--- config.mk ---
export PLATFORM = sky130hd
export DESIGN_NAME = cdb_slot_scheduler
export DESIGN_NICKNAME = d
export VERILOG_FILES = /design/src/rtl/cdb_slot_scheduler_pkg.sv /design/src/rtl/cdb_slot_scheduler_rr_multi_sel.sv /design/src/rtl/cdb_slot_scheduler.sv
export SDC_FILE = /design/constraint.sdc
export NUM_CORES = 1
export LEC_CHECK = 0
export ABC_AREA = 1
export CELL_PAD_IN_SITES_DETAIL_PLACEMENT = 1
export CELL_PAD_IN_SITES_GLOBAL_PLACEMENT = 1
export CORE_UTILIZATION = 32
export DETAILED_ROUTE_END_ITERATION = 8
export HOLD_SLACK_MARGIN = 0.02
export PLACE_DENSITY_LB_ADDON = 0.15
export SLEW_MARGIN = 20
export SYNTH_ARGS = -nofsm -noshare
export SYNTH_HDL_FRONTEND = slang
export SYNTH_SLANG_ARGS = --single-unit
--- constraint.sdc ---
create_clock -name clock -period 15.5 [get_ports clock]
set_input_delay 4.65 -clock clock [delete_from_list [all_inputs] [get_ports clock]]
set_output_delay 4.65 -clock clock [all_outputs]
set_load 0.1 [all_outputs]
--- src/rtl/cdb_slot_scheduler_pkg.sv ---
// Shared CDB sizing, multiplier latency and select-bus type for the CDB slot scheduler,
// the cdb broadcast mux and the multiplier pipeline.
package cdb_slot_scheduler_pkg;

  localparam int CDB_N         = 2;
  localparam int NUM_FU_ALU    = 2;
  localparam int NUM_FU_BRANCH = 1;
  localparam int NUM_FU_MEM    = 2;
  localparam int NUM_FU_SC     = NUM_FU_ALU + NUM_FU_BRANCH + NUM_FU_MEM;
  // Bit 0 of every select word is the multiplier, the rest are single-cycle FUs
  localparam int NUM_FU_TOTAL  = NUM_FU_SC + 1;
  localparam int MULT_LAT      = 4;

  typedef logic [CDB_N-1:0][NUM_FU_TOTAL-1:0] cdb_sel_t;

  function automatic int unsigned rr_advance(input int unsigned idx, input int unsigned width);
    return (idx + 1 >= width) ? 0 : idx + 1;
  endfunction

endpackage

--- src/rtl/cdb_slot_scheduler_rr_multi_sel.sv ---
// Combinational round-robin picker: grants up to `count` requests scanning upward from
// `start` with wrap, and reports which request landed in each output slot.
module cdb_slot_scheduler_rr_multi_sel #(
  parameter int WIDTH = 5,
  parameter int SLOTS = 2,
  parameter int IDX_W = $clog2(WIDTH),
  parameter int CNT_W = $clog2(SLOTS + 1)
) (
  input  logic [WIDTH-1:0]             req,
  input  logic [IDX_W-1:0]             start,
  input  logic [CNT_W-1:0]             count,
  output logic [WIDTH-1:0]             gnt,
  output logic [SLOTS-1:0][WIDTH-1:0]  slot_sel,
  output logic [IDX_W-1:0]             last,
  output logic                         any
);

  logic [CNT_W-1:0] taken;
  logic [IDX_W:0]   idx_wide;
  logic [IDX_W-1:0] idx;

  always_comb begin
    gnt      = '0;
    slot_sel = '0;
    last     = '0;
    any      = 1'b0;
    taken    = '0;
    idx_wide = '0;
    idx      = '0;
    for (int i = 0; i < WIDTH; i++) begin
      idx_wide = {1'b0, start} + (IDX_W+1)'(i);
      if (idx_wide >= (IDX_W+1)'(WIDTH)) begin
        idx_wide = idx_wide - (IDX_W+1)'(WIDTH);
      end
      idx = idx_wide[IDX_W-1:0];
      if (req[idx] && (taken < count)) begin
        gnt[idx] = 1'b1;
        for (int s = 0; s < SLOTS; s++) begin
          if (taken == CNT_W'(s)) begin
            slot_sel[s][idx] = 1'b1;
          end
        end
        last  = idx;
        any   = 1'b1;
        taken = taken + CNT_W'(1);
      end
    end
  end

endmodule

--- src/rtl/cdb_slot_scheduler.sv ---
// Allocates next-cycle CDB slots: multiplier results are reserved MULT_LAT cycles ahead
// and always take slot 0; single-cycle FUs share the remaining slots round-robin.
module cdb_slot_scheduler
  import cdb_slot_scheduler_pkg::*;
#(
  parameter int N        = CDB_N,
  parameter int NUM_REQ  = NUM_FU_SC,
  parameter int MULT_LAT = cdb_slot_scheduler_pkg::MULT_LAT
) (
  input  logic                          clock,
  input  logic                          reset,
  input  logic [NUM_REQ-1:0]            req,
  input  logic                          mult_req,
  input  logic                          flush,
  output logic [NUM_REQ-1:0]            gnt,
  output logic                          mult_gnt,
  output logic [$clog2(N+1)-1:0]        free_slots,
  output logic [N-1:0][NUM_REQ:0]       cdb_sel
);

  localparam int PTR_W = $clog2(NUM_REQ);
  localparam int CNT_W = $clog2(N + 1);
  localparam logic [NUM_REQ:0] MULT_ONEHOT = (NUM_REQ+1)'(1);

  logic [MULT_LAT-1:1]          resv_reg, resv_next;
  logic [PTR_W-1:0]             rr_ptr_reg, rr_ptr_next;
  logic [N-1:0][NUM_REQ:0]      cdb_sel_reg, cdb_sel_next;

  logic                         active;
  logic [CNT_W-1:0]             grant_count;
  logic [N-1:0][NUM_REQ-1:0]    slot_sel;
  logic [PTR_W-1:0]             last_idx;
  logic                         any_gnt;

  // Flush and reset both suppress every grant issued this cycle
  assign active      = reset & ~flush;
  assign free_slots  = reset ? (CNT_W'(N) - CNT_W'(resv_reg[1])) : CNT_W'(N);
  assign grant_count = active ? free_slots : '0;
  assign mult_gnt    = active & mult_req;

  cdb_slot_scheduler_rr_multi_sel #(
    .WIDTH (NUM_REQ),
    .SLOTS (N)
  ) u_sel (
    .req      (req),
    .start    (rr_ptr_reg),
    .count    (grant_count),
    .gnt      (gnt),
    .slot_sel (slot_sel),
    .last     (last_idx),
    .any      (any_gnt)
  );

  always_comb begin
    resv_next = '0;
    for (int k = 1; k < MULT_LAT - 1; k++) begin
      resv_next[k] = resv_reg[k+1];
    end
    resv_next[MULT_LAT-1] = mult_gnt;
  end

  assign rr_ptr_next = any_gnt ? PTR_W'(rr_advance(32'(last_idx), NUM_REQ)) : rr_ptr_reg;

  // A due multiply owns slot 0, pushing single-cycle grants up by one slot
  genvar gi;
  for (gi = 0; gi < N; gi++) begin : g_slot
    if (gi == 0) begin : g_first
      assign cdb_sel_next[gi] = !active    ? '0 :
                                resv_reg[1] ? MULT_ONEHOT : {slot_sel[gi], 1'b0};
    end else begin : g_rest
      assign cdb_sel_next[gi] = !active    ? '0 :
                                resv_reg[1] ? {slot_sel[gi-1], 1'b0} : {slot_sel[gi], 1'b0};
    end
  end

  always_ff @(posedge clock) begin
    if (!reset) begin
      resv_reg    <= '0;
      rr_ptr_reg  <= '0;
      cdb_sel_reg <= '0;
    end else begin
      resv_reg    <= flush ? '0 : resv_next;
      rr_ptr_reg  <= rr_ptr_next;
      cdb_sel_reg <= cdb_sel_next;
    end
  end

  assign cdb_sel = cdb_sel_reg;

endmodule

==> out/results.ini, run 1 <==
[clock_tree]
root_buffer = clkbuf_8
hold_buffers = 0
cts_buffers = 3
cts_resized = 0
htreeDepth = 1
clockBufferDepth = 2
clock_sinks = 17
post-cts-setup-buffers = 0
cts_tree = done
clk_latency_ps = 250
clk_pin_slew_ps = 60

[floorplanning]
die_h_microns = 83.4
start_util_pct = 33.2
rows = 29
dieArea_sq_um = 6960
core_sq_um = 6390
fp.dieW_microns = 83.4
io_pins = 29

[layout]
num-nets-final = 405
largest_reg_flops = 11
area_growth_pct = 17.6
drive_gt1_share_pct = 9.52
instances_no_fill = 455
n_antenna_cell = 0

[yosys]
synth_compound_area_share_pct = 19.6
synth_xor_area_share_pct = 2.42
synthMuxAreaShare_pct = 0
synth-simple-area-share_pct = 40.0
synth_edf_count = 0
synth_seq_cells = 17
syn_nets = 377
async_flop_share_pct = 0
netlist_instances = 351
synthDistinctLibCells = 39
syn_avg_cell_area_sq_um = 6.04
syn_area_sq_um = 2120
seq_area_frac_synth_pct = 16.0
synth_top_family_by_area = simple AND/OR/NAND/NOR gates
synthAdderAreaFrac_pct = 10.4
ys.flop_type = dfxtp_1
ys.warnings.count = 0

[setup_path]
critPathKind = in2out
crit_fanout = 14
cp-start-kind = input pin
cp_top_family = simple AND/OR/NAND/NOR gates
critPathBufInv = 6
timing.rr.start = rr_ptr_reg[0]$_SDFFE_PN0P_
slowest_delay_ps = 600
critical_path_arrival_ps = 10330
r2r_slack_ps = 8340
cpMostUsedCell = nand2_1
crit_path_end_kind = output port
r2r_end = rr_ptr_reg[1]$_SDFFE_PN0P_
critPathRequiredTime_ps = 10850
worstRegToRegCells = 34
cp_slowest_cell = a2111oi_2

[timing]
fin_worst_skew_ps = 2.86
fin_tns_setup_ps = 0
setup_slack_ps = 520
period_needed_ps = 14980
hold_viol_final = 0
rsz0062_at_grt = no
final.period_utilization_pct = 96.6
holdWs_ps = 409
setup_viol = 0
worst_pin_slew_ps = 971
slew-limit-headroom_pct = 35.1
fmax_ghz = 0.0668
slew_viol_final = 0

[global_route]
grt_pass1_vias = 2445
grt_pass1_wl_microns = 12300
grt_use_total_pct = 22.2
grt_max_degree = 15
antenna_found_initial = 0
gr-total-overflow = 0

[run]
drv_cap = 0

[placed_design]
post-place-ws_ps = 571
dpl.cell_count = 451
io_buffer_count = 27
gp_congestion = 0.939
hpwl_microns = 6420

[drt]
wl_per_cell_microns = 16.6
finalWirelength_microns = 7550
viasPerCell = 5.28
firstDrtPassIters = 4
ant_nets = 0
dr.first_iter.drc_count = 168
vias = 2403
drc = 0

[worst_hold_path]
hold_path_depth = 2
hp-start = resv_reg[2]$_SDFF_PP0_
hold_path_class = reg2reg
min_to = resv_reg[1]$_SDFF_PP0_

[run_status]
status = finished, final reports clean

[cell type report]
| class | count | area [sq um] |
|---|---|---|
| sequential | 17 | 340 |
| tap | 77 | 96.3 |
| inverter | 57 | 214 |
| timing repair buffer | 27 | 258 |
| clock buffer | 3 | 41.3 |
| multi-input combinational | 273 | 1540 |
| fill | 887 | 3890 |
| clock inverter | 1 | 5.00 |
[per-layer routing]
metal  share of wire [%]  vias to the layer above  GRT usage [%]
met5                   0                        -              0
met4                 3.1                        0           6.47
met3                 2.9                       16           2.58
met2                  45                       51           37.3
met1                  48                     1122           29.9
li1                    -                     1214              -
[through the flow]
stage,cell area (sq um),utilization [%]
after floorplan,2120,-
after global placement,2450,38.3
after detailed placement,2450,38.3
after CTS,2490,39.1
after global routing,2490,39.1
final,2490,39.1
[worst min-delay path: stages (launching register included)]
cell and delay (ps):
dfxtp_1 300, inv_1 40, nor2_1 30
[cell usage in the layout (no fill, tap or decap), types with 2 or more instances in the layout]
cell type        count
nand2_1             85
inv_1               54
nor2_1              42
nand3_1             26
clkdlybuf4s50_1     22
dfxtp_1             17
ha_1                16
o21ai_0             15
a21oi_1             12
nand4_1             11
nand2_2              7
o221ai_1             7
o21ai_1              6
o22ai_1              6
buf_4                5
xor2_1               4
o21bai_1             4
nor3_1               4
inv_2                3
nand3_2              3
nand2_4              3
clkbuf_8             3
o21ai_2              2
o211ai_1             2
or2_2                2
a21boi_0             2
[cells by family (layout without fill, tap and decap cells)]
| logic type | count (synthesis) | after routing |
|---|---|---|
| XOR/XNOR | 5 | 5 |
| buffers and inverters | 61 | 88 |
| AND/OR/NAND/NOR | 187 | 187 |
| AO/OA/AOI/OAI | 63 | 63 |
| adder cells (fa/ha/maj) | 17 | 17 |
| other | 1 | 1 |
| flip-flops | 17 | 17 |
[cells in the mapped netlist (2+ instances only)]
| cell type | number | area [sq um] |
|---|---|---|
| a21boi_0 | 2 | 15.0 |
| a21oi_1 | 12 | 60.1 |
| buf_4 | 3 | 22.5 |
| dfxtp_1 | 17 | 340 |
| ha_1 | 16 | 200 |
| inv_1 | 54 | 203 |
| inv_2 | 3 | 11.3 |
| nand2_1 | 85 | 319 |
| nand2_2 | 7 | 43.8 |
| nand2_4 | 3 | 33.8 |
| nand3_1 | 26 | 130 |
| nand3_2 | 3 | 30.0 |
| nand4_1 | 11 | 68.8 |
| nor2_1 | 42 | 158 |
| nor3_1 | 4 | 20.0 |
| o211ai_1 | 2 | 15.0 |
| o21ai_0 | 15 | 75.1 |
| o21ai_1 | 6 | 30.0 |
| o21ai_2 | 2 | 17.5 |
| o21bai_1 | 4 | 30.0 |
| o221ai_1 | 7 | 61.3 |
| o22ai_1 | 6 | 37.5 |
| or2_2 | 2 | 12.5 |
| xor2_1 | 4 | 35.0 |
[worst max-delay path by stage]
stage,startpoint,to,slack [ps],cells past startpoint
final,reset,gnt[0],520,25
after floorplan,reset,gnt[1],1340,24
after global routing,reset,gnt[0],50,25
after CTS,reset,gnt[0],550,25
after global placement,reset,gnt[1],990,26
after detailed placement,reset,gnt[0],570,25
Power of run 1 is left out: the tool's default activity adds up to more than one toggle a clock period on the data nets, which glitch-free logic cannot reach.
==> run 2, diff against run 1 <==
--- a/config.mk
+++ b/config.mk
@@ -9,8 +9,10 @@
 export CELL_PAD_IN_SITES_DETAIL_PLACEMENT = 1
 export CELL_PAD_IN_SITES_GLOBAL_PLACEMENT = 1
 export CORE_UTILIZATION = 32
+export CTS_CLUSTER_SIZE = 40
 export DETAILED_ROUTE_END_ITERATION = 8
 export HOLD_SLACK_MARGIN = 0.02
+export MAX_ROUTING_LAYER = met4
 export PLACE_DENSITY_LB_ADDON = 0.15
 export SLEW_MARGIN = 20
 export SYNTH_ARGS = -nofsm -noshare
==> run 2 against run 1 <==
Clock skew decreased by 1.3 ps. Non-clock buffer count unchanged. Sequential share of layout area stayed put. Die area did not move. Utilization did not move. Wire length down 1.1%. Setup slack gained 160 ps. Highest routed layer unchanged.
==> out/results.ini, run 2 (synthesized netlist as in run 1, its figures left out) <==
[clock_tree]
clk_latency_ps = 250  ; about the same
clock_sinks = 17  ; unchanged
cts_buffers = 3  ; unchanged
htreeDepth = 1  ; unchanged
post-cts-setup-buffers = 0  ; unchanged
cts_tree = done
root_buffer = clkbuf_8
clockBufferDepth = 2  ; unchanged
cts_resized = 0  ; unchanged
hold_buffers = 0  ; unchanged
clk_pin_slew_ps = 70  ; about the same

[layout]
drive_gt1_share_pct = 9.52  ; unchanged
final_cell_mix = nand2_1 (85), inv_1 (54), nor2_1 (42)
layout_commonest_cell = nand2_1
num-nets-final = 405  ; unchanged
largest_reg_flops = 11  ; unchanged
fillers = 896  ; +1.0%
area_growth_pct = 17.6  ; unchanged
n_antenna_cell = 0  ; unchanged

[setup_path]
cpMostUsedCell = nand2_1
cp_slowest_cell = a2111oi_2
crit_fanout = 14  ; unchanged
critPathKind = in2out
critical_path_arrival_ps = 10170  ; -160 ps
crit_path_end_kind = output port
cp_top_family = simple AND/OR/NAND/NOR gates
slowest_delay_ps = 590  ; about the same
r2r_end = rr_ptr_reg[1]$_SDFFE_PN0P_
critPathBufInv = 6  ; unchanged
timing.rr.start = rr_ptr_reg[0]$_SDFFE_PN0P_
worstRegToRegCells = 34  ; unchanged
worstSetupStartpoint = reset
cp-start-kind = input pin
crit_end = gnt[0]
crit_cells = 25  ; unchanged
r2r_slack_ps = 8450  ; +110 ps
critPathRequiredTime_ps = 10850  ; about the same

[placed_design]
gp_congestion = 0.948  ; +0.97%
io_buffer_count = 27  ; unchanged
hpwl_microns = 6370  ; -0.65%

[run_status]
status = finished, final reports clean

[timing]
period_needed_ps = 14820  ; -159 ps
fin_worst_skew_ps = 1.61  ; -1.25 ps
fmax_ghz = 0.0675  ; +1.1%
rsz0062_at_grt = no
fin_tns_setup_ps = 0  ; unchanged
worst_pin_slew_ps = 970  ; -0.894 ps
hold_viol_final = 0  ; unchanged
slew_viol_final = 0  ; unchanged
holdWs_ps = 411  ; +1.84 ps
slew-limit-headroom_pct = 35.1  ; +0.060 points
final.period_utilization_pct = 95.6  ; -1.0 points
setup_viol = 0  ; unchanged

[global_route]
grt_use_total_pct = 22.8  ; +0.55 points
gr-total-overflow = 0  ; unchanged
grt_pass1_vias = 2305  ; -5.7%
antenna_found_initial = 0  ; unchanged
grt_pass1_wl_microns = 12200  ; -1.5%
grt_max_degree = 15  ; unchanged

[floorplanning]
die_h_microns = 83.4  ; unchanged
dieArea_sq_um = 6960  ; unchanged
rows = 29  ; unchanged
io_pins = 29  ; unchanged
core_sq_um = 6390  ; unchanged
start_util_pct = 33.2  ; unchanged
fp.dieW_microns = 83.4  ; unchanged

[drt]
viasPerCell = 5.17  ; -2.1%
drc = 0  ; unchanged
dr.first_iter.drc_count = 106  ; -37%
vias = 2353  ; -2.1%
wl_per_cell_microns = 16.4  ; -1.1%
finalWirelength_microns = 7470  ; -1.1%
firstDrtPassIters = 4  ; unchanged
ant_nets = 0  ; unchanged

[worst_hold_path]
hold_path_class = reg2reg

[run]
drv_cap = 0  ; unchanged

## run 2: cell counts in the layout (fill, tap and decap cells not counted)
Identical to the previous run, type by type.
## run 2: layer usage
| layer | vias up | wire length (microns) | global-route usage [%] |
|---|---|---|---|
| met5 | - | 0 | - |
| met4 | 0 | 93 | 3.70 |
| met3 | 9 | 315 | 2.39 |
| met2 | 52 | 3580 | 38.5 |
| met1 | 1078 | 3480 | 30.0 |
| li1 | 1214 | - | - |
## run 2: final cells by class
type / instances / area [sq um] / area share, %
timing repair buffer: 27 / 258 / 10.3
tap: 77 / 96.3 / 3.86
sequential: 17 / 340 / 13.6
multi-input combinational: 273 / 1540 / 61.7
clock buffer: 3 / 41.3 / 1.65
inverter: 57 / 214 / 8.58
clock inverter: 1 / 5.00 / 0.201
## run 2: worst reg2reg max path: cells and delay by family, from the launching register on
kind                       cells  cell delay, ps
DFF                            1             670
AOI/OAI and AO/OA              6            1820
adders and majority gates      6            1690
and+or+nand+nor               15            2010
buffers and inverters          7             780
## run 2: metrics by stage
stage | utilization, % | area (sq um) | std cells | setup WS (ps)
2_1_floorplan | - | 2120 | 351 | 1340
3_3_place_gp | 38.3 | 2450 | 451 | 988
3_5_place_dp | 38.3 | 2450 | 451 | 711
4_1_cts | 39.1 | 2490 | 455 | 690
5_1_grt | 39.1 | 2490 | 455 | 166
6_report | 39.1 | 2490 | 455 | 678
## run 2: how the worst min path moves through the flow
stage | to | from | cells after the start | slack (ps)
5_1_grt | resv_reg[1]$_SDFF_PP0_ | resv_reg[2]$_SDFF_PP0_ | 2 | 430
6_report | resv_reg[1]$_SDFF_PP0_ | resv_reg[2]$_SDFF_PP0_ | 2 | 410
3_3_place_gp | resv_reg[1]$_SDFF_PP0_ | resv_reg[2]$_SDFF_PP0_ | 2 | 400
4_1_cts | resv_reg[1]$_SDFF_PP0_ | resv_reg[2]$_SDFF_PP0_ | 2 | 410
2_1_floorplan | resv_reg[1]$_SDFF_PP0_ | resv_reg[2]$_SDFF_PP0_ | 2 | 390
3_5_place_dp | resv_reg[1]$_SDFF_PP0_ | resv_reg[2]$_SDFF_PP0_ | 2 | 400
Power of run 2 is left out for the same reason.
==> patch 1: new RTL, config.mk and constraints of run 2 <==
Change the package constant `NUM_FU_ALU` from 2 to 4.
--- a/src/rtl/cdb_slot_scheduler_pkg.sv
+++ b/src/rtl/cdb_slot_scheduler_pkg.sv
@@ -4,5 +4,5 @@
 
   localparam int CDB_N         = 2;
-  localparam int NUM_FU_ALU    = 2;
+  localparam int NUM_FU_ALU    = 4;
   localparam int NUM_FU_BRANCH = 1;
   localparam int NUM_FU_MEM    = 2;
Interface: changed (resized cdb_sel, gnt and req); port bits go from 29 to 37. No check against the original RTL was run, so the function may have changed too.
==> patch 1 against run 2 <==
  * Cell area grew 79%
  * Final cell count grew 80%
  * Routed wire length rose by 100%
  * Synthesized area up 62%
  * Sequential cell count rose by 4
  * Critical path type unchanged
  * Critical endpoint is now gnt[2]
  * Worst setup slack worse by 0.40 ns
Power is left out: the tool's default activity adds up to more than one toggle a clock period on the data nets, which glitch-free logic cannot reach.
==> patch 1: results (changes against run 2) <==
clock_network:
  cts_setup_buffers: 2  # was 0
  post_cts_resize_count: 4  # was 0
global_routing:
  grt_pass1_vias: 4442  # was 2305
  gr-usage-met2: 0.464  # was 0.385
  grt_use_met1: 0.373  # was 0.300
  grt_pass1_wl_mm: 23.9  # was 12.2 mm
worst_setup_path:
  cp_slowest_cell: "clkdlybuf4s50_1"  # was a2111oi_2
  endpoint: "gnt[2]"  # was gnt[0]
  critical-path-max-stage-delay_ns: 0.46  # was 0.59 ns
  critPathMaxFanout: 6  # was 14
  r2r_cells: 49  # was 34
final_layout:
  final_nets: 718  # was 405
  fin_util: 0.430  # was 0.391
  final_cell_count_no_fill: 817  # was 455
  drive_above_1_share: 0.175  # was 0.0952
hold_path:
  worstHoldStart: "resv_reg[3]"  # was resv_reg[2]
route:
  routed_via_density: 5.34  # was 5.17
  drtPass1Iterations: 5  # was 4
  drtIter0Drc: 271  # was 106
yosys:
  synthTopCellsByCount: "nand2_1, inv_1, nor2_1"  # unchanged
  synthCells: 612  # was 351
  yosys-top-cells-area: "nand2_1, dfxtp_1, inv_1"  # was dfxtp_1, nand2_1, inv_1
  yosysUniqueCellTypes: 47  # was 39
  syn-num-nets: 648  # was 377
sta:
  relSlewSlack: 0.346  # was 0.351
  skew_ns: 0.00375  # was 0.00161 ns
  whs_ns: 0.417  # was 0.411 ns
placement:
  placed_cells: 798  # was 451
  portBuffers: 35  # was 27
  dpl_cell_area_mm2: 0.00424  # was 0.00245 mm2
  detailedPlace.worstSlack_ns: -0.229  # was 0.711 ns
run_status:
  outcome: "finished, final reports clean"  # unchanged
==> patch 1: cell types whose count changed after synthesis, sizes merged, moves of 9 or more <==
cell | run 2 | this run
o21ai | 23 | 37
o221ai | 7 | 20
nor3 | 4 | 13
a21oi | 13 | 25
nand3 | 29 | 39
inv | 57 | 115
nand2 | 95 | 165
nor2 | 43 | 85
==> patch 1: cells by family (layout without fill, tap and decap cells) <==
logic type	count (synthesis)	in the layout	synth area share
fa+ha+maj	25	25	0.0931
simple gates	320	320	0.402
buf+inv	123	192	0.139
xor+xnor	6	6	0.0174
flops	21	21	0.122
compound gates	116	116	0.225
other cells	1	1	0.00109
==> patch 1: final cells by class <==
type	count	area share
inverters	116	0.0977
repair buffers	72	0.160
well taps	136	0.0382
clock buffers	3	0.00926
multi-input cells	468	0.599
clock inverters	1	0.00112
flip-flops and latches	21	0.0943
==> patch 1: layer usage <==
layer | wire [um] | vias to the layer above
met5 | 0 | -
met4 | 416 | 0
met3 | 546 | 26
met2 | 7280 | 115
met1 | 7070 | 2080
li1 | - | 2144
==> patch 2: new RTL, config.mk and constraints of run 2 <==
Made on the original files. Make the reset (`reset`) asynchronous in one clocked block.
--- a/src/rtl/cdb_slot_scheduler.sv
+++ b/src/rtl/cdb_slot_scheduler.sv
@@ -74,5 +74,5 @@
   end
 
-  always_ff @(posedge clock) begin
+  always_ff @(posedge clock or negedge reset) begin
     if (!reset) begin
       resv_reg    <= '0;
Formal check against the unedited RTL: differs if reset is asserted again (counterexample within 4 cycles, from zero or initial values and one cycle with reset low); with reset held inactive, the same outputs for 10 cycles.
==> patch 2 against run 2 <==
  * Cell area is 11% higher
  * Sequential cell count unchanged
  * Synthesized area up 8.1%
  * Worst setup slack lost 0.014 ns
  * Routed wire length increased by 14%
  * Register-to-register slack better by 0.77 ns
  * First-iteration DRC count down 3.8%
Power is left out: the tool's default activity adds up to more than one toggle a clock period on the data nets, which glitch-free logic cannot reach.
==> patch 2: results (changes against run 2) <==
run_status:
  outcome: "finished, final reports clean"  # unchanged
placement:
  dpl.hpwl_mm: 7.28  # was 6.37 mm
  gp_congestion: 0.967  # was 0.948
route:
  wl_per_cell_um: 17.2  # was 16.4 um
  drtIter0Drc: 102  # was 106
  drtPass1Iterations: 4  # unchanged
  routed_via_density: 5.15  # was 5.17
global_routing:
  grt_usage: 0.246  # was 0.228
  grt_pass1_wl_mm: 13.4  # was 12.2 mm
  grt_max_degree: 19  # was 15
  grt_pass1_vias: 2538  # was 2305
  antenna_found_initial: 0  # unchanged
yosys:
  ys.flop_type: "dfrtp_1"  # was dfxtp_1
  yosys-top-cells-area: "dfrtp_1, nand2_1, inv_1"  # was dfxtp_1, nand2_1, inv_1
  async_flop_share: 1.00  # was 0
  yosysUniqueCellTypes: 42  # was 39
  synthTopCellsByCount: "nand2_1, inv_1, nor2_1"  # unchanged
  ys_seq_area_frac: 0.185  # was 0.160
  syn-num-nets: 395  # was 377
final_layout:
  multi_input_area_share: 0.582  # was 0.617
  fillerInstances: 920  # was 896
  multi_input_area_mm2: 0.00161  # was 0.00154 mm2
  seqCellArea_um2: 425  # was 340 um2
  num-multi-input-gates: 287  # was 273
  layout.nonclk_buf_frac: 0.118  # was 0.103
  final_nets: 426  # was 405
  clock_area_frac: 0.0167  # was 0.0186
  drive_above_1_share: 0.123  # was 0.0952
  n_antenna_cell: 0  # unchanged
  num-nonclk-buffers: 28  # was 27
  inv_count: 63  # was 57
  seq_cell_count: 17  # unchanged
worst_setup_path:
  r2r_cells: 29  # was 34
  crit_arrival_ns: 10.19  # was 10.17 ns
  endpoint: "gnt[1]"  # was gnt[0]
  crit-reg2reg-launch: "rr_ptr_reg[0]"  # unchanged
  reg2reg_to: "rr_ptr_reg[1]"  # unchanged
  critPathMaxFanout: 9  # was 14
  critical_path.startpoint: "flush"  # was reset
  reg2reg_slack_ns: 9.22  # was 8.45 ns
hold_path:
  min_to: "resv_reg[1]"  # unchanged
  worstHoldStart: "resv_reg[2]"  # unchanged
clock_network:
  htree_levels: 1  # unchanged
  clk_pin_slew_ns: 0.07  # about the same
  post_cts_resize_count: 0  # unchanged
sta:
  skew_ns: 0.00237  # was 0.00161 ns
  tightestPinTransition_ns: 0.974  # was 0.970 ns
-- patch 2: cell types whose count changed in the layout (fill, tap and decap cells not counted), moves of 9 or more --
cell     change
nand2_1     +13
dfxtp_1     -17
dfrtp_1     +17
nor2_1       -9
-- patch 2: stage by stage --
step                utilization  setup WS (ns)  cells  instance area (um2)  hold slack, ns
global route              0.403          0.257    495                 2770           0.502
CTS                       0.403          0.698    495                 2770           0.471
detailed placement        0.396          0.803    491                 2720           0.461
global placement          0.396           1.08    491                 2720           0.452
finish                    0.403          0.664    495                 2770           0.468
floorplan                     -          0.525    369                 2290           0.434
-- patch 2: cells by family (layout without fill, tap and decap cells) --
logic type      count (synthesis)  in the layout  share of synthesized area
compound gates                 62             62                      0.167
xor+xnor                        4              4                     0.0153
fa+ha+maj                      17             17                     0.0960
buf+inv                        65             95                      0.112
flops                          17             17                      0.185
other cells                     1              1                    0.00164
simple gates                  203            203                      0.422
-- patch 2: worst max-delay path, stage by stage --
cell and delay, ns:
clkdlybuf4s50_1 0.49, nor2_1 0.25, inv_1 0.17, nor2_1 0.44, inv_1 0.30, o21ai_0 0.14, nand2_1 0.23, ha_1 0.43
a21oi_1 0.10, nand3_1 0.10, nor2_2 0.08, nand2_1 0.06, nand2_1 0.06, ha_1 0.20, nor3b_1 0.45, nand2_4 0.15
inv_2 0.14, o21ai_2 0.10, ha_1 0.21, a2111oi_2 0.63, nand3_1 0.26, o221ai_1 0.33, buf_12 0.22
-- patch 2: routing by layer --
metal	vias to the layer above	GRT usage	wire length (um)
met5	-	-	0
met4	0	0.0394	95
met3	11	0.0343	425
met2	61	0.423	4140
met1	1224	0.313	3870
li1	1253	-	-
